### src/rtl/hazard_stall_controller_if.sv
//------------------------------------------------------------------------------
// Module      : hazard_stall_controller_if
// Description : Hazard inputs and pipeline-register controls of the hazard/stall
//               controller. Counter ports exist only when HAZARD_PERF_CNT_EN is defined.
// Revision    : 1.0 - initial release
//------------------------------------------------------------------------------
`default_nettype none

interface hazard_stall_controller_if #(
    parameter int CNT_W = 32
);
    logic [4:0]       IDrs1addr_i;
    logic [4:0]       IDrs2addr_i;
    logic             IDrs1used_i;
    logic             IDrs2used_i;
    logic             EXMemRead_i;
    logic [4:0]       EXRDaddr_i;
    logic             branch_taken_i;
    logic             mem_req_i;
    logic             dmem_ready_i;
    logic             pc_write_o;
    logic             if_id_write_o;
    logic             if_id_flush_o;
    logic             id_ex_bubble_o;
    logic             id_ex_write_o;
    logic             ex_mem_write_o;
    logic             mem_wb_bubble_o;
    logic             halt_o;
`ifdef HAZARD_PERF_CNT_EN
    logic [CNT_W-1:0] stall_cnt_o;
    logic [CNT_W-1:0] flush_cnt_o;
    logic [CNT_W-1:0] wait_cnt_o;
`endif

    modport slave (
`ifdef HAZARD_PERF_CNT_EN
        output stall_cnt_o, flush_cnt_o, wait_cnt_o,
`endif
        input  IDrs1addr_i, IDrs2addr_i, IDrs1used_i, IDrs2used_i,
        input  EXMemRead_i, EXRDaddr_i, branch_taken_i, mem_req_i, dmem_ready_i,
        output pc_write_o, if_id_write_o, if_id_flush_o, id_ex_bubble_o,
        output id_ex_write_o, ex_mem_write_o, mem_wb_bubble_o, halt_o
    );

    modport master (
`ifdef HAZARD_PERF_CNT_EN
        input  stall_cnt_o, flush_cnt_o, wait_cnt_o,
`endif
        output IDrs1addr_i, IDrs2addr_i, IDrs1used_i, IDrs2used_i,
        output EXMemRead_i, EXRDaddr_i, branch_taken_i, mem_req_i, dmem_ready_i,
        input  pc_write_o, if_id_write_o, if_id_flush_o, id_ex_bubble_o,
        input  id_ex_write_o, ex_mem_write_o, mem_wb_bubble_o, halt_o
    );
endinterface

`default_nettype wire

### src/rtl/hazard_stall_controller.sv
//------------------------------------------------------------------------------
// Module      : hazard_stall_controller
// Description : Load-use stall, branch flush and data-memory freeze/timeout control
//               for a 5-stage pipeline. Optional counters: define HAZARD_PERF_CNT_EN.
// Revision    : 1.0 - initial release
//------------------------------------------------------------------------------
`default_nettype none

module hazard_stall_controller #(
    parameter int MEM_TIMEOUT = 16,
    parameter int CNT_W       = 32
) (
    input  wire logic                 clk_i,
    input  wire logic                 rst_i,
    hazard_stall_controller_if.slave  bus
);

    typedef enum logic [1:0] {
        S_RUN      = 2'd0,
        S_MEM_WAIT = 2'd1,
        S_HALT     = 2'd2
    } state_t;

    localparam logic [7:0] C_TIMEOUT = 8'(MEM_TIMEOUT);

    state_t     r_state;
    state_t     w_state_nxt;
    logic [7:0] r_wait_cnt;
    logic [7:0] w_wait_cnt_nxt;

    logic w_rs1_hit;
    logic w_rs2_hit;
    logic w_load_use;
    logic w_freeze;
    logic w_halted;
    logic w_stall_evt;
    logic w_flush_evt;
    logic w_freeze_evt;

    logic w_pc_write;
    logic w_if_id_write;
    logic w_if_id_flush;
    logic w_id_ex_bubble;
    logic w_id_ex_write;
    logic w_ex_mem_write;
    logic w_mem_wb_bubble;
    logic w_halt;

    assign w_rs1_hit  = bus.IDrs1used_i && (bus.EXRDaddr_i == bus.IDrs1addr_i);
    assign w_rs2_hit  = bus.IDrs2used_i && (bus.EXRDaddr_i == bus.IDrs2addr_i);
    // A load targeting x0 never produces a value, so it cannot be a hazard source.
    assign w_load_use = bus.EXMemRead_i && (bus.EXRDaddr_i != 5'd0) && (w_rs1_hit || w_rs2_hit);
    assign w_freeze   = bus.mem_req_i && !bus.dmem_ready_i;
    assign w_halted   = (r_state == S_HALT);

    assign w_freeze_evt = !w_halted && w_freeze;
    assign w_stall_evt  = !w_halted && !w_freeze && w_load_use;
    assign w_flush_evt  = !w_halted && !w_freeze && !w_load_use && bus.branch_taken_i;

    always_ff @(posedge clk_i) begin
        if (rst_i) begin
            r_state    <= S_RUN;
            r_wait_cnt <= 8'd0;
        end else begin
            r_state    <= w_state_nxt;
            r_wait_cnt <= w_wait_cnt_nxt;
        end
    end

    always_comb begin
        w_state_nxt     = r_state;
        w_wait_cnt_nxt  = r_wait_cnt;
        w_pc_write      = 1'b1;
        w_if_id_write   = 1'b1;
        w_if_id_flush   = 1'b0;
        w_id_ex_bubble  = 1'b0;
        w_id_ex_write   = 1'b1;
        w_ex_mem_write  = 1'b1;
        w_mem_wb_bubble = 1'b0;
        w_halt          = 1'b0;

        case (r_state)
            S_HALT: begin
                w_pc_write      = 1'b0;
                w_if_id_write   = 1'b0;
                w_id_ex_write   = 1'b0;
                w_ex_mem_write  = 1'b0;
                w_mem_wb_bubble = 1'b1;
                w_halt          = 1'b1;
            end
            default: begin
                if (w_freeze) begin
                    w_pc_write      = 1'b0;
                    w_if_id_write   = 1'b0;
                    w_id_ex_write   = 1'b0;
                    w_ex_mem_write  = 1'b0;
                    w_mem_wb_bubble = 1'b1;
                    if (r_state != S_MEM_WAIT) begin
                        w_state_nxt    = S_MEM_WAIT;
                        w_wait_cnt_nxt = 8'd1;
                    end else if (r_wait_cnt == C_TIMEOUT) begin
                        w_state_nxt    = S_HALT;
                    end else begin
                        w_wait_cnt_nxt = r_wait_cnt + 8'd1;
                    end
                end else begin
                    // Access finished (or none pending): this is an ordinary RUN cycle.
                    w_state_nxt    = S_RUN;
                    w_wait_cnt_nxt = 8'd0;
                    if (w_load_use) begin
                        w_pc_write     = 1'b0;
                        w_if_id_write  = 1'b0;
                        w_id_ex_bubble = 1'b1;
                    end else if (bus.branch_taken_i) begin
                        w_if_id_flush  = 1'b1;
                    end
                end
            end
        endcase

        // Reset keeps the pipe filled with bubbles regardless of state.
        if (rst_i) begin
            w_pc_write      = 1'b0;
            w_if_id_write   = 1'b0;
            w_if_id_flush   = 1'b1;
            w_id_ex_bubble  = 1'b1;
            w_id_ex_write   = 1'b1;
            w_ex_mem_write  = 1'b1;
            w_mem_wb_bubble = 1'b1;
            w_halt          = 1'b0;
        end
    end

    assign bus.pc_write_o      = w_pc_write;
    assign bus.if_id_write_o   = w_if_id_write;
    assign bus.if_id_flush_o   = w_if_id_flush;
    assign bus.id_ex_bubble_o  = w_id_ex_bubble;
    assign bus.id_ex_write_o   = w_id_ex_write;
    assign bus.ex_mem_write_o  = w_ex_mem_write;
    assign bus.mem_wb_bubble_o = w_mem_wb_bubble;
    assign bus.halt_o          = w_halt;

`ifdef HAZARD_PERF_CNT_EN
    logic [CNT_W-1:0] r_stall_cnt;
    logic [CNT_W-1:0] r_flush_cnt;
    logic [CNT_W-1:0] r_freeze_cnt;

    // Saturating event counters.
    always_ff @(posedge clk_i) begin
        if (rst_i) begin
            r_stall_cnt  <= '0;
            r_flush_cnt  <= '0;
            r_freeze_cnt <= '0;
        end else begin
            if (w_stall_evt && (r_stall_cnt != '1)) begin
                r_stall_cnt <= r_stall_cnt + CNT_W'(1);
            end
            if (w_flush_evt && (r_flush_cnt != '1)) begin
                r_flush_cnt <= r_flush_cnt + CNT_W'(1);
            end
            if (w_freeze_evt && (r_freeze_cnt != '1)) begin
                r_freeze_cnt <= r_freeze_cnt + CNT_W'(1);
            end
        end
    end

    assign bus.stall_cnt_o = r_stall_cnt;
    assign bus.flush_cnt_o = r_flush_cnt;
    assign bus.wait_cnt_o  = r_freeze_cnt;
`else
    logic w_unused_evt;
    assign w_unused_evt = w_stall_evt ^ w_flush_evt ^ w_freeze_evt;
`endif

endmodule

`default_nettype wire
### src/flat_wrapper.sv
// flat-port wrapper written by rule: the top's interface ports become plain ports
module hazard_stall_controller_flat 
#(
    parameter int MEM_TIMEOUT = 16,
    parameter int CNT_W       = 32
)
  (clk_i, rst_i, bus_IDrs1addr_i, bus_IDrs2addr_i, bus_IDrs1used_i, bus_IDrs2used_i, bus_EXMemRead_i, bus_EXRDaddr_i, bus_branch_taken_i, bus_mem_req_i, bus_dmem_ready_i, bus_pc_write_o, bus_if_id_write_o, bus_if_id_flush_o, bus_id_ex_bubble_o, bus_id_ex_write_o, bus_ex_mem_write_o, bus_mem_wb_bubble_o, bus_halt_o);
  hazard_stall_controller_if #(.CNT_W(CNT_W)) bus_i ();
  input  wire logic clk_i;
  input  wire logic rst_i;
  input wire logic [$bits(bus_i.IDrs1addr_i)-1:0] bus_IDrs1addr_i;
  input wire logic [$bits(bus_i.IDrs2addr_i)-1:0] bus_IDrs2addr_i;
  input wire logic [$bits(bus_i.IDrs1used_i)-1:0] bus_IDrs1used_i;
  input wire logic [$bits(bus_i.IDrs2used_i)-1:0] bus_IDrs2used_i;
  input wire logic [$bits(bus_i.EXMemRead_i)-1:0] bus_EXMemRead_i;
  input wire logic [$bits(bus_i.EXRDaddr_i)-1:0] bus_EXRDaddr_i;
  input wire logic [$bits(bus_i.branch_taken_i)-1:0] bus_branch_taken_i;
  input wire logic [$bits(bus_i.mem_req_i)-1:0] bus_mem_req_i;
  input wire logic [$bits(bus_i.dmem_ready_i)-1:0] bus_dmem_ready_i;
  output wire logic [$bits(bus_i.pc_write_o)-1:0] bus_pc_write_o;
  output wire logic [$bits(bus_i.if_id_write_o)-1:0] bus_if_id_write_o;
  output wire logic [$bits(bus_i.if_id_flush_o)-1:0] bus_if_id_flush_o;
  output wire logic [$bits(bus_i.id_ex_bubble_o)-1:0] bus_id_ex_bubble_o;
  output wire logic [$bits(bus_i.id_ex_write_o)-1:0] bus_id_ex_write_o;
  output wire logic [$bits(bus_i.ex_mem_write_o)-1:0] bus_ex_mem_write_o;
  output wire logic [$bits(bus_i.mem_wb_bubble_o)-1:0] bus_mem_wb_bubble_o;
  output wire logic [$bits(bus_i.halt_o)-1:0] bus_halt_o;
  assign bus_i.IDrs1addr_i = bus_IDrs1addr_i;
  assign bus_i.IDrs2addr_i = bus_IDrs2addr_i;
  assign bus_i.IDrs1used_i = bus_IDrs1used_i;
  assign bus_i.IDrs2used_i = bus_IDrs2used_i;
  assign bus_i.EXMemRead_i = bus_EXMemRead_i;
  assign bus_i.EXRDaddr_i = bus_EXRDaddr_i;
  assign bus_i.branch_taken_i = bus_branch_taken_i;
  assign bus_i.mem_req_i = bus_mem_req_i;
  assign bus_i.dmem_ready_i = bus_dmem_ready_i;
  assign bus_pc_write_o = bus_i.pc_write_o;
  assign bus_if_id_write_o = bus_i.if_id_write_o;
  assign bus_if_id_flush_o = bus_i.if_id_flush_o;
  assign bus_id_ex_bubble_o = bus_i.id_ex_bubble_o;
  assign bus_id_ex_write_o = bus_i.id_ex_write_o;
  assign bus_ex_mem_write_o = bus_i.ex_mem_write_o;
  assign bus_mem_wb_bubble_o = bus_i.mem_wb_bubble_o;
  assign bus_halt_o = bus_i.halt_o;
  hazard_stall_controller #(.MEM_TIMEOUT(MEM_TIMEOUT), .CNT_W(CNT_W)) u_core (.clk_i(clk_i), .rst_i(rst_i), .bus(bus_i));
endmodule
### config.mk
export PLATFORM = sky130hd
export DESIGN_NAME = hazard_stall_controller_flat
export DESIGN_NICKNAME = d
export VERILOG_FILES = /design/src/rtl/hazard_stall_controller_if.sv /design/src/rtl/hazard_stall_controller.sv /design/src/flat_wrapper.sv
export SDC_FILE = /design/constraint.sdc
export NUM_CORES = 1
export LEC_CHECK = 0
export ABC_AREA = 1
export ABC_CLOCK_PERIOD_IN_PS = 2400
export CORE_MARGIN = 1
export CORE_UTILIZATION = 48
export CTS_CLUSTER_SIZE = 14
export DETAILED_ROUTE_END_ITERATION = 8
export PLACE_DENSITY = 0.87
export SLEW_MARGIN = 0
export SYNTH_ARGS = -nofsm -noshare
export SYNTH_HDL_FRONTEND = slang
export SYNTH_SLANG_ARGS = --single-unit
### constraint.sdc
create_clock -name clk_i -period 2.4 [get_ports clk_i]
set_input_delay 0.48 -clock clk_i [delete_from_list [all_inputs] [get_ports clk_i]]
set_output_delay 0.48 -clock clk_i [all_outputs]
set_load 0.01 [all_outputs]
==> out/results.tsv, run 1 <==
stage	metric	value	unit
status	status	completed	
sta	RSZ-0062 raised after global routing	false	
cells_and_area	Fill cells	155	
cells_and_area	synthesis-to-layout area growth	41.0	%
yosys	Post-Syn Area	885	sq um
clocking	CTS tree	done	
die	Die Height	44.9	um
die	Chip Width	44.9	um
clocking	clock tree buffer depth	2	
setup_path	CP max FO	2	
power_and_ir_drop	worst vdd ir	502	uV
yosys	Yosys warnings	0	
global_route	vias in the first global route	1039	
yosys	Synth cell types	25	
cells_and_area	share of cells above drive strength 1	0.127	
placement	DPL Wire Length	1970	um
power_and_ir_drop	P_sw	0.118	mW
detailed_routing	residual DRC count	0	
clocking	# hold bufs at CTS	0	
detailed_routing	Final Routed Wirelength	2470	um
power_and_ir_drop	leakage	0.652	nW
clocking	Clock transition at path regs	0.08	ns
setup_path	Setup Crit Path Kind	input pin to output port	
die	Initial Utilization	0.512	
die	die area	2020	sq um
sta	min cycle time layout	2.29	ns
sta	Fmax	0.438	GHz
placement	buffers added on ports	30	
sta	Tightest Pin Transition	0.272	ns
setup_path	Req. time, crit path	1.92	ns
setup_path	CP startpoint kind	input pin	
detailed_routing	routed len/inst	11.5	um
power_and_ir_drop	P_int	0.315	mW
placement	GP Congestion	0.881	
sta	Fin. Hold Viols	0	
detailed_routing	Vias	1085	
power_and_ir_drop	power share of the clock group	0.365	
cells_and_area	final net count	215	
die	# rows	15	
power_and_ir_drop	Comb power frac	0.246	
job	Max Cap Viol	0	
setup_path	CP endpoint kind	output port	
cells_and_area	post-route design area	1250	sq um
yosys	Cells after Synth	155	
global_route	largest net degree at the start of global routing	10	
die	Core Footprint	1730	sq um
global_route	first-pass GRT wire length	4070	um
global_route	initial antenna violation count	0	
detailed_routing	DR iter-0 viols	25	
clocking	total CTS buffers	3	
yosys	Seq cells post-synth	10	
worst_hold_path	HP Class	flop to flop	
setup_path	crit path DAT	1.81	ns
global_route	total gr overflow	0	
detailed_routing	number of detailed-route iterations in the first pass	4	
cells_and_area	fin util	0.722	
cells_and_area	Diodes inserted	0	
sta	Max-Slew Margin vs Limit	0.818	
die	I/O pins	31	
clocking	postcts setup bufs	0	
yosys	total nets after synthesis	180	
power_and_ir_drop	Power Density	347	nW/um^2
sta	Final Cycle Share	0.952	
power_and_ir_drop	Sequential Power Share	0.388	
placement	placed instance area	1220	sq um
yosys	register area share after synthesis	0.226	
sta	Final setup viols	0	
global_route	total track usage	0.274	
clocking	clk_lat worst skew	0.27	ns
clocking	clock root cell	clkbuf_4	
sta	max-slew violations	0	
clocking	CTS sink count	10	
power_and_ir_drop	Net Sw Frac	0.272	
sta	Fin Clk Skew	0.00748	ns
detailed_routing	Post-DRT Antenna Nets	0	
detailed_routing	Vias/cell	5.07	
clocking	htree depth	1	
yosys	average size of a mapped cell	5.71	sq um
## state kept, by name (all words and copies together) (netlist names)
name and count:
u_core.r_wait_cnt 8, u_core.r_state 2
## worst max-delay path, stage by stage
cell             delay, ns
clkdlybuf4s50_1       0.48
inv_1                 0.05
nand2_1               0.06
nand2_1               0.08
nor2_2                0.11
nand3_1               0.08
nand2_1               0.10
a21oi_1               0.08
dlygate4sd2_1         0.28
## cell type report
class,count,area [sq um],share of cell area
Clock buffer,4,36.3,0.0291
Inverter,32,120,0.0963
Multi-Input combinational cell,110,547,0.438
Sequential cell,10,200,0.160
Tap cell,25,31.3,0.0251
Timing Repair Buffer,33,313,0.251
## per-layer routing
| layer | GRT usage | part of all wire | up-vias |
|---|---|---|---|
| met4 | 0.0485 | 0.0028 | 0 |
| met3 | 0.0760 | 0.058 | 2 |
| met2 | 0.525 | 0.53 | 43 |
| met5 | 0 | 0 | - |
| li1 | - | - | 549 |
| met1 | 0.298 | 0.41 | 491 |
## path summary, 6_finish.rpt
path                              from                   end  slack, ns  cells after the start
setup / recovery    bus_IDrs2addr_i[3]        bus_pc_write_o       0.11                      9
hold / removal    u_core.r_wait_cnt[4]  u_core.r_wait_cnt[4]       0.46                      2
hold reg to reg   u_core.r_wait_cnt[4]  u_core.r_wait_cnt[4]       0.46                      2
setup reg to reg  u_core.r_wait_cnt[0]  u_core.r_wait_cnt[0]       1.00                      8
## power groups by stage
stage | Clock, mW | Sequential, mW | Combinational [mW]
floorplan | 0 | 0.172 | 0.0468
global placement | 0 | 0.172 | 0.106
detailed placement | 0 | 0.172 | 0.110
CTS | 0.160 | 0.168 | 0.106
global route | 0.167 | 0.168 | 0.117
finish | 0.158 | 0.168 | 0.107
## logic make-up (layout without fill, tap and decap cells)
kind of cell	count (synthesis)	count (layout)	synth area share
and+or+nand+nor	94	94	0.470
AOI/OAI and AO/OA	14	14	0.117
adders and majority gates	2	2	0.0283
buffers and inverters	35	69	0.158
DFF	10	10	0.226
## cell usage in the layout, fill, tap and decap left out, types with 2 or more instances in the layout
| cell type | n |
|---|---|
| clkbuf_4 | 3 |
| dlymetal6s2s_1 | 2 |
| nor2_2 | 3 |
| buf_4 | 3 |
| a21oi_2 | 4 |
| nor2_1 | 13 |
| nand2_1 | 54 |
| ha_1 | 2 |
| a21oi_1 | 3 |
| nor3_1 | 3 |
| nand4_1 | 7 |
| clkdlybuf4s50_1 | 22 |
| nand3_1 | 9 |
| inv_1 | 30 |
| dlygate4sd2_1 | 4 |
| inv_2 | 2 |
| dfxtp_1 | 10 |
| o21bai_1 | 2 |
## cells in the mapped netlist
library cell / instances / area share
nand2_1: 54 / 0.23
nor2_2: 2 / 0.014
nand3_2: 1 / 0.011
inv_1: 31 / 0.13
nor3_1: 3 / 0.017
inv_2: 1 / 0.0042
dfxtp_1: 10 / 0.23
o22ai_2: 1 / 0.014
nand2_2: 1 / 0.0071
nand4_1: 7 / 0.050
a21oi_2: 4 / 0.040
o21bai_1: 2 / 0.017
or2_1: 1 / 0.0071
o21ai_0: 1 / 0.0057
a21oi_1: 3 / 0.017
o21ai_2: 1 / 0.0099
o211ai_1: 1 / 0.0085
nand3_1: 9 / 0.051
o21ai_1: 1 / 0.0057
nor2_1: 14 / 0.059
nand2_4: 1 / 0.013
buf_2: 1 / 0.0057
buf_4: 2 / 0.017
ha_1: 2 / 0.028
nor3_2: 1 / 0.011
## timing repair
item / in CTS / in global routing
pin swaps: 0 / 4
gates resized for setup: 9 / 6
setup endpoints to repair: 4 / 4
## through the flow
step | cells | hold slack [ns] | setup slack, ns | setup TNS, ns | power (mW)
6_report | 214 | 0.458 | 0.115 | 0 | 0.433
5_1_grt | 214 | 0.489 | 0.0310 | 0 | 0.453
4_1_cts | 214 | 0.460 | 0.00309 | 0 | 0.433
3_5_place_dp | 210 | 0.449 | -0.318 | -0.895 | 0.282
3_3_place_gp | 210 | 0.450 | -0.254 | -0.806 | 0.278
2_1_floorplan | 155 | 0.437 | 0.530 | 0 | 0.219
Note: power is estimated with default switching activity, not from simulation.
==> inputs of run 2 (changes only) <==
SETUP_SLACK_MARGIN = 0.3   (was not set)
==> run 2 against run 1 <==
Against the previous run:
- utilization decreased by 0.51 points
- maximum frequency up 14%
- combinational power decreased by 6%
- clock skew up 0.0021 ns
- register-to-register slack better by 0.02 ns
- global-route usage rose by 0.083 points
- critical endpoint is now bus_id_ex_bubble_o
- largest power group unchanged
- highest routed layer unchanged
==> out/results.tsv, run 2 (same netlist as run 1, synthesis figures left out) <==
stage	metric	value	unit	change
die	# rows	15		unchanged
global_route	vias in the first global route	1041		was 1,039
sta	max-slew violations	0		unchanged
worst_hold_path	HP Class	flop to flop		unchanged
detailed_routing	Vias	1101		was 1,085
setup_path	Req. time, crit path	1.92	ns	about the same
sta	RSZ-0062 raised after global routing	false		unchanged
detailed_routing	Vias/cell	5.14		was 5.07
setup_path	Setup Crit Path Kind	input pin to output port		unchanged
sta	Max-Slew Margin vs Limit	0.817		was 0.818
sta	Fin Clk Skew	0.00955	ns	was 0.00748 ns
detailed_routing	DR iter-0 viols	23		was 25
sta	Fmax	0.499	GHz	was 0.438 GHz
setup_path	crit path DAT	1.52	ns	was 1.81 ns
cells_and_area	final net count	215		unchanged
clocking	CTS sink count	10		unchanged
detailed_routing	residual DRC count	0		unchanged
detailed_routing	Final Routed Wirelength	2530	um	was 2470 um
clocking	# hold bufs at CTS	0		unchanged
sta	setup TNS	0	ns	unchanged
die	Die Height	44.9	um	unchanged
setup_path	CP startpoint	bus_EXRDaddr_i[3]		was bus_IDrs2addr_i[3]
sta	Final setup viols	0		unchanged
clocking	htree depth	1		unchanged
cells_and_area	post-route design area	1240	sq um	was 1250 sq um
setup_path	Critical R2R Launch	u_core.r_wait_cnt[0]		unchanged
sta	Fin. Hold Viols	0		unchanged
sta	Tightest Pin Transition	0.274	ns	was 0.272 ns
cells_and_area	most common cell after layout, fill and taps aside	nand2_1		unchanged
die	Initial Utilization	0.512		unchanged
job	Max Cap Viol	0		unchanged
power_and_ir_drop	leakage	0.669	nW	was 0.652 nW
die	Core Footprint	1730	sq um	unchanged
placement	GP Congestion	0.881		unchanged
power_and_ir_drop	Power Density	347	nW/um^2	about the same
die	Chip Width	44.9	um	unchanged
worst_hold_path	hold path startpoint	u_core.r_wait_cnt[4]		unchanged
detailed_routing	number of detailed-route iterations in the first pass	4		unchanged
global_route	initial antenna violation count	0		unchanged
global_route	total track usage	0.275		was 0.274
die	die area	2020	sq um	unchanged
clocking	clock root cell	clkbuf_4		unchanged
power_and_ir_drop	Total Power	0.429	mW	was 0.433 mW
clocking	total CTS buffers	3		unchanged
cells_and_area	share of cells above drive strength 1	0.185		was 0.127
cells_and_area	Biggest register	u_core.r_wait_cnt		unchanged
setup_path	CP max FO	3		was 2
cells_and_area	Diodes inserted	0		unchanged
cells_and_area	commonest non-fill, non-tap cells in the layout	nand2_1 (52), inv_1 (27), dlygate4sd2_1 (14), nor2_1 (12), dfxtp_1 (10)		was nand2_1 (54), inv_1 (30), clkdlybuf4s50_1 (22), nor2_1 (13), dfxtp_1 (10)
placement	DPL Wire Length	1970	um	unchanged
die	I/O pins	31		unchanged
clocking	CTS tree	done		unchanged
clocking	clock tree buffer depth	2		unchanged
cells_and_area	biggest regs	u_core.r_wait_cnt (8), u_core.r_state (2)		unchanged
setup_path	CP endpoint kind	output port		unchanged
placement	buffers added on ports	30		unchanged
cells_and_area	flip-flop count of the largest register after layout	8		unchanged
setup_path	CP startpoint kind	input pin		unchanged
power_and_ir_drop	worst vdd ir	505	uV	was 502 uV
global_route	total gr overflow	0		unchanged
cells_and_area	synthesis-to-layout area growth	40.0	%	was 41.0%
global_route	largest net degree at the start of global routing	10		unchanged
detailed_routing	routed len/inst	11.8	um	was 11.5 um
status	status	completed		unchanged
clocking	Clock transition at path regs	0.08	ns	about the same
sta	Final Cycle Share	0.834		was 0.952
placement	placed instance area	1220	sq um	unchanged
sta	min cycle time layout	2.00	ns	was 2.29 ns
global_route	first-pass GRT wire length	4080	um	was 4070 um
clocking	clk_lat worst skew	0.28	ns	was 0.27 ns
detailed_routing	Post-DRT Antenna Nets	0		unchanged
[run 2: final timing paths]
path / to / slack, ns / cells after the start
max reg2reg: u_core.r_wait_cnt[0] / 1.02 / 8
max: bus_id_ex_bubble_o / 0.40 / 10
min: u_core.r_wait_cnt[4] / 0.46 / 2
min reg2reg: u_core.r_wait_cnt[4] / 0.46 / 2
[run 2: timing repair]
action / 4_1_cts / 5_1_grt
hold endpoints to repair: 0 / 0
pin swaps: 9 / 9
gates resized for setup: 36 / 16
setup buffers: 0 / 0
setup endpoints to repair: 8 / 4
[run 2: final cells by class]
class | instances | area (sq um)
clock buffer | 4 | 36.3
fill | 159 | 488
inverter | 32 | 120
multi-input combinational | 110 | 563
sequential | 10 | 200
tap | 25 | 31.3
timing repair buffer | 33 | 288
[run 2: layer usage]
layer  track usage  share of wire  routed length, um  up-vias
met3        0.0760          0.050                126        6
met2         0.522           0.54               1360       41
li1              -              -                  -      549
met5             0              0                  0        -
met1         0.303           0.40               1010      505
met4        0.0485          0.012                 30        0
[run 2: report_power, final]
part	internal [mW]	total [mW]	switching (mW)
logic	0.0476	0.101	0.0534
registers	0.167	0.168	0.000923
clock network	0.0923	0.160	0.0678
[run 2: stage by stage]
stage	worst slack (ns)	util	hold WS, ns	cells
after CTS	0.206	0.704	0.460	214
after floorplan	0.530	-	0.437	155
final	0.397	0.717	0.458	214
after global placement	-0.254	0.706	0.450	210
after global routing	0.303	0.717	0.489	214
after detailed placement	-0.318	0.706	0.449	210
[run 2: worst max-delay path: stages]
cell and delay (ns):
clkdlybuf4s15_1 0.22, inv_2 0.06, nand2_1 0.06, nand2_1 0.07, nor2_2 0.11, nand3_2 0.09
nand2_2 0.09, nand2_2 0.06, o21bai_1 0.13, buf_2 0.15
